<file path="src/rtl/uart_tx.sv">
// UART transmitter: start bit, LSB-first data, optional parity, 1-2 stop bits.
// A one-word holding register sits in front of the shift register so the
// next frame can start the cycle after the previous stop bit ends.
module uart_tx #(
   parameter int p_CLK_DIV   = 104,
   parameter int p_WORD_LEN  = 8,
   parameter int p_PARITY    = 0,
   parameter int p_STOP_BITS = 1
) (
   input  logic                  i_clk,
   input  logic                  i_rst,
   input  logic [p_WORD_LEN-1:0] i_data,
   input  logic                  i_valid,
   output logic                  o_ready,
   output logic                  o_tx,
   output logic                  o_busy,
   output logic                  o_done
);

   localparam int CNT_W = $clog2(p_CLK_DIV) + 1;
   localparam int IDX_W = $clog2(p_WORD_LEN) + 1;
   localparam logic [CNT_W-1:0] CNT_LAST  = CNT_W'(p_CLK_DIV - 1);
   localparam logic [CNT_W-1:0] CNT_PRE   = CNT_W'(p_CLK_DIV - 2);
   localparam logic [IDX_W-1:0] DATA_LAST = IDX_W'(p_WORD_LEN - 1);
   localparam logic [IDX_W-1:0] STOP_LAST = IDX_W'(p_STOP_BITS - 1);
   localparam logic             PAR_ODD   = (p_PARITY == 2);

   typedef enum logic [2:0] {
      S_IDLE   = 3'd0,
      S_START  = 3'd1,
      S_DATA   = 3'd2,
      S_PARITY = 3'd3,
      S_STOP   = 3'd4
   } state_t;

   state_t                state_q, state_d;
   logic [CNT_W-1:0]      cnt_q, cnt_d;
   logic [IDX_W-1:0]      idx_q, idx_d;
   logic [p_WORD_LEN-1:0] shift_q, shift_d, shift_nxt;
   logic [p_WORD_LEN-1:0] hold_q, hold_d;
   logic                  hold_full_q, hold_full_d;
   logic                  par_q, par_d;
   logic                  tx_q, tx_d;
   logic                  busy_q, busy_d;
   logic                  done_q, done_d;
   logic                  ready_q, ready_d;
   logic                  load;
   logic                  cnt_last;

   // Next-state logic: holding-register accept, frame sequencing, output values.
   always_comb begin
      state_d     = state_q;
      cnt_d       = cnt_q;
      idx_d       = idx_q;
      shift_d     = shift_q;
      par_d       = par_q;
      hold_d      = hold_q;
      hold_full_d = hold_full_q;
      tx_d        = tx_q;
      busy_d      = busy_q;
      done_d      = 1'b0;
      load        = 1'b0;
      shift_nxt   = shift_q >> 1;
      cnt_last    = (cnt_q == CNT_LAST);

      // Accept only while empty; drain only while full, so they never collide.
      if (i_valid && !hold_full_q) begin
         hold_d      = i_data;
         hold_full_d = 1'b1;
      end

      case (state_q)
         S_IDLE: begin
            tx_d   = 1'b1;
            busy_d = 1'b0;
            cnt_d  = '0;
            idx_d  = '0;
            load   = hold_full_q;
         end
         S_START: begin
            if (cnt_last) begin
               state_d = S_DATA;
               cnt_d   = '0;
               idx_d   = '0;
               tx_d    = shift_q[0];
            end else begin
               cnt_d = cnt_q + 1'b1;
            end
         end
         S_DATA: begin
            if (cnt_last) begin
               cnt_d = '0;
               if (idx_q == DATA_LAST) begin
                  idx_d = '0;
                  if (p_PARITY != 0) begin
                     state_d = S_PARITY;
                     tx_d    = par_q;
                  end else begin
                     state_d = S_STOP;
                     tx_d    = 1'b1;
                  end
               end else begin
                  idx_d   = idx_q + 1'b1;
                  shift_d = shift_nxt;
                  tx_d    = shift_nxt[0];
               end
            end else begin
               cnt_d = cnt_q + 1'b1;
            end
         end
         S_PARITY: begin
            if (cnt_last) begin
               state_d = S_STOP;
               cnt_d   = '0;
               idx_d   = '0;
               tx_d    = 1'b1;
            end else begin
               cnt_d = cnt_q + 1'b1;
            end
         end
         S_STOP: begin
            // Registered, so raise it one cycle early to land on the final cycle.
            done_d = (idx_q == STOP_LAST) && (cnt_q == CNT_PRE);
            if (cnt_last) begin
               cnt_d = '0;
               if (idx_q == STOP_LAST) begin
                  if (hold_full_q) begin
                     load = 1'b1;
                  end else begin
                     state_d = S_IDLE;
                     idx_d   = '0;
                     tx_d    = 1'b1;
                     busy_d  = 1'b0;
                  end
               end else begin
                  idx_d = idx_q + 1'b1;
               end
            end else begin
               cnt_d = cnt_q + 1'b1;
            end
         end
         default: begin
            state_d = S_IDLE;
            cnt_d   = '0;
            idx_d   = '0;
            tx_d    = 1'b1;
            busy_d  = 1'b0;
         end
      endcase

      // Move the held word into the shift register and start a new frame.
      if (load) begin
         state_d     = S_START;
         shift_d     = hold_q;
         par_d       = (^hold_q) ^ PAR_ODD;
         hold_full_d = 1'b0;
         cnt_d       = '0;
         idx_d       = '0;
         tx_d        = 1'b0;
         busy_d      = 1'b1;
      end

      ready_d = ~hold_full_d;
   end

   // State and registered outputs; reset aborts any frame and drops the held word.
   always_ff @(posedge i_clk) begin
      if (i_rst) begin
         state_q     <= S_IDLE;
         cnt_q       <= '0;
         idx_q       <= '0;
         shift_q     <= '0;
         hold_q      <= '0;
         hold_full_q <= 1'b0;
         par_q       <= 1'b0;
         tx_q        <= 1'b1;
         busy_q      <= 1'b0;
         done_q      <= 1'b0;
         ready_q     <= 1'b1;
      end else begin
         state_q     <= state_d;
         cnt_q       <= cnt_d;
         idx_q       <= idx_d;
         shift_q     <= shift_d;
         hold_q      <= hold_d;
         hold_full_q <= hold_full_d;
         par_q       <= par_d;
         tx_q        <= tx_d;
         busy_q      <= busy_d;
         done_q      <= done_d;
         ready_q     <= ready_d;
      end
   end

   assign o_tx    = tx_q;
   assign o_busy  = busy_q;
   assign o_done  = done_q;
   assign o_ready = ready_q;

endmodule
</file>
<file path="config.mk">
export PLATFORM = sky130hd
export DESIGN_NAME = uart_tx
export DESIGN_NICKNAME = d
export VERILOG_FILES = /design/src/rtl/uart_tx.sv
export SDC_FILE = /design/constraint.sdc
export NUM_CORES = 1
export LEC_CHECK = 0
export BUFFER_PORTS_ARGS = -buffer_cell sky130_fd_sc_hd__buf_2
export CAP_MARGIN = 20
export CORE_MARGIN = 5
export CORE_UTILIZATION = 50
export CTS_BUF_LIST = sky130_fd_sc_hd__clkbuf_8
export CTS_CLUSTER_SIZE = 24
export DETAILED_ROUTE_END_ITERATION = 10
export GPL_TIMING_DRIVEN = 0
export PLACE_DENSITY = 0.72
export SLEW_MARGIN = 30
export SYNTH_ARGS = -nofsm -noshare
export SYNTH_HDL_FRONTEND = slang
export SYNTH_SLANG_ARGS = --single-unit
</file>
<file path="constraint.sdc">
create_clock -name i_clk -period 2.74 [get_ports i_clk]
set_clock_uncertainty 0.2 [all_clocks]
set_input_delay 0.137 -clock i_clk [delete_from_list [all_inputs] [get_ports i_clk]]
set_output_delay 0.137 -clock i_clk [all_outputs]
set_load 0.02 [all_outputs]
</file>
==> run summary <==
Status = finished clean
Die width = 67.37 um
Remaining antenna violation count = 0
# setup viols final = 0
CP cell instances = inv_1 -> ha_1 -> or3b_2 -> o31a_1 -> o21ai_1 -> nand4b_1 -> o31ai_1
Final GP Congestion = 0.8413
Worst path arrival time = 2.43 ns
Crit. End Element = flop
FF+latch count, synth = 36
Hold_buf cts = 9
Largest net degree at the start of global routing = 12
Fin. max-slew vios = 0
Period utilization = 90.26%
Per-cell routed wire length = 13.11 um
Vias in the first global route = 1,402
Worst Path Buf+Inv = 1
Net Count, Synth = 205
Metal2 WL = 1629 um
Type of the most critical hold path = primary input to flop
Post-Syn Area = 1645 sq um
Synth top area cells = dfxtp_1 44%, nor2_1 6.4%, a21oi_1 5.2%
Drt drc = 0
Yosys top cell area share = 43.80%
Cts repair resizes = 0
Final Hold Fails = 0
Largest area contributor in the netlist = dfxtp_1
Clk_lat worst skew = 0.29 ns
Slew margin rel. = 58.37%
Worst vdd ir = 0.3273 mV
Min Tclk post-route = 2.473 ns
Final instance area = 1963 sq um
Fmax = 0.4043 GHz
Crit path max-delay cell type = or3b_2
Area delta synth->final = 19.32%
Multi-input gate area = 864.6 sq um
Wire length on met1 = 1592 um
Post-CTS Setup Bufs = 0
Max_cap viols = 0
Final nets = 234
Drt via density = 5.519
Worst-path clk slew = 0.07 ns
CTS tree = done
GRT overflow = 0
Static leakage = 0.7370 nW
RSZ-0062 raised after global routing = false
Tightest Pin Transition = 0.6217 ns
CTS Buffer Depth = 2
Synth cell types = 37
Seq/Total Area, Yosys = 43.80%
H-tree levels = 2
First-pass GRT wire length = 6058 um
Total track usage = 17.76%
Ports = 15
Layout cell share with drive strength beyond 1 = 12.27%
Req. time, crit path = 2.70 ns
Rows = 20
DRT iter0 DRCs = 83
Initial Util = 53.02%
Antenna violations before repair = 0
Gate Count Post-Synth = 190
Startpoint types = flop
WHS = 0.05226 ns
Core footprint = 3103 sq um
Delay-heaviest family, CP = compound AO/OA/AOI/OAI gates
Routed vias = 1,457
Fin util = 63.27%
Initial DRT Pass Iterations = 4
Port bufs = 13
Syn. warnings = 0
Fill count = 282
DRT Wirelength = 3462 um
DP HPWL = 2469 um
Total Neg Setup Slack = 0 ns
CP Max Fanout = 8
Seq. cell area = 720.7 sq um
Wire length on met3 = 168 um
Class of the most critical setup path = flop to flop
Total chip power = 0.001114 W
Die Y-Extent = 67.37 um
Diode count = 0
Clk sinks = 36
TritonCTS Buffers = 5
Mean post-synth cell area = 8.660 sq um
Die area = 4538 sq um
Area post-placement = 1765 sq um
CTS root buf = clkbuf_8
Max Used Layer = met4
Slowest stage delay, CP = 0.49 ns
PwrDens = 567.6 nW/um^2
[per-stage QoR]
| stage | cells | setup WS [ns] |
|---|---|---|
| after floorplan | 190 | 0.5902 |
| after global placement | 247 | 0.3595 |
| after detailed placement | 247 | 0.2751 |
| after CTS | 264 | 0.2676 |
| after global routing | 264 | 0.1210 |
| final | 264 | 0.2669 |
[cells by family after synthesis]
logic type	after synthesis	share of synthesized area, %
adder cells (fa/ha/maj)	4	3.042
AO/OA/AOI/OAI	41	16.73
multiplexers	8	4.867
AND/OR/NAND/NOR	81	24.72
buffers and inverters	14	3.650
flip-flops	36	43.80
XOR/XNOR	6	3.194
[synthesized netlist by cell type]
library cell	number
xnor2_1	3
or2_2	1
mux2i_1	8
buf_6	1
or3_1	1
nand3_1	15
nand4_1	1
nor2b_1	4
a311oi_2	2
a2111oi_0	1
o31ai_1	4
ha_1	4
a22o_1	1
a31oi_1	2
inv_1	7
dfxtp_1	36
xor2_1	3
or3_4	1
o31a_1	2
o211ai_1	1
a22oi_1	6
o21ai_1	1
a21oi_1	17
nor3b_1	3
nor2_4	1
clkbuf_1	6
o21ai_0	3
nor2_1	28
and4_1	1
nor4bb_1	1
or2_1	1
a32o_1	1
and3_1	3
nand2_1	14
or3b_2	1
nand4b_1	2
nor3_1	3
[power by group]
part	internal [W]	total, W	switching (W)
combinational	0.0000465	0.000104	0.0000572
sequential	0.000543	0.000559	0.0000152
clock	0.000266	0.000452	0.000186
total	0.000856	0.00111	0.000258
[sequential cells by signal, indices dropped and copies added, names as in the netlist]
signal       flops
state_q          3
o_busy           1
shift_q          8
idx_q            4
cnt_q            8
o_tx             1
o_done           1
o_ready          1
hold_q           8
hold_full_q      1
[worst reg2reg max path: stages (launching register included)]
cell and delay, ns:
dfxtp_1 0.34, inv_1 0.08, ha_1 0.17, or3b_2 0.49
o31a_1 0.31, o21ai_1 0.49, nand4b_1 0.19, o31ai_1 0.07
[area by class of cell]
class | count | share of cell area, %
Inverter | 7 | 1.338
Multi-Input combinational cell | 140 | 44.04
Timing Repair Buffer | 22 | 7.903
Tap cell | 44 | 2.804
Buffer | 7 | 1.721
Clock inverter | 3 | 1.976
Clock buffer | 5 | 3.505
Sequential cell | 36 | 36.71
[metal layers]
metal,track usage (%),vias to the layer above
met5,0,-
met3,4.326,7
met4,8.354,0
met2,29.69,32
li1,-,732
met1,21.33,686
[layout by cell type (no fill, tap or decap), types with 2 or more instances in the layout]
master / count
a31oi_1: 2
xor2_1: 3
a22oi_1: 6
nand2_1: 14
dfxtp_1: 36
nor3b_1: 3
nor3_1: 3
mux2i_1: 8
nand3_1: 15
o31ai_1: 4
xnor2_1: 3
nand4b_1: 2
a21oi_1: 17
ha_1: 4
and3_1: 3
dlygate4sd3_1: 9
a311oi_2: 2
clkbuf_1: 6
o31a_1: 2
nor2_1: 28
buf_2: 13
o21ai_0: 3
nor2b_1: 4
clkbuf_8: 5
inv_1: 8
[path summary, 6_finish.rpt]
path / start / to / slack (ns) / depth (start not counted)
min reg2reg: hold_q[7]$_SDFFE_PP0P_ / shift_q[7]$_SDFFE_PP0P_ / 0.26 / 2
max: idx_q[0]$_SDFFE_PP0P_ / idx_q[3]$_SDFFE_PP0P_ / 0.27 / 7
max reg2reg: idx_q[0]$_SDFFE_PP0P_ / idx_q[3]$_SDFFE_PP0P_ / 0.27 / 7
min: i_rst / shift_q[2]$_SDFFE_PP0P_ / 0.05 / 2
(Power assumes the default switching activity.)
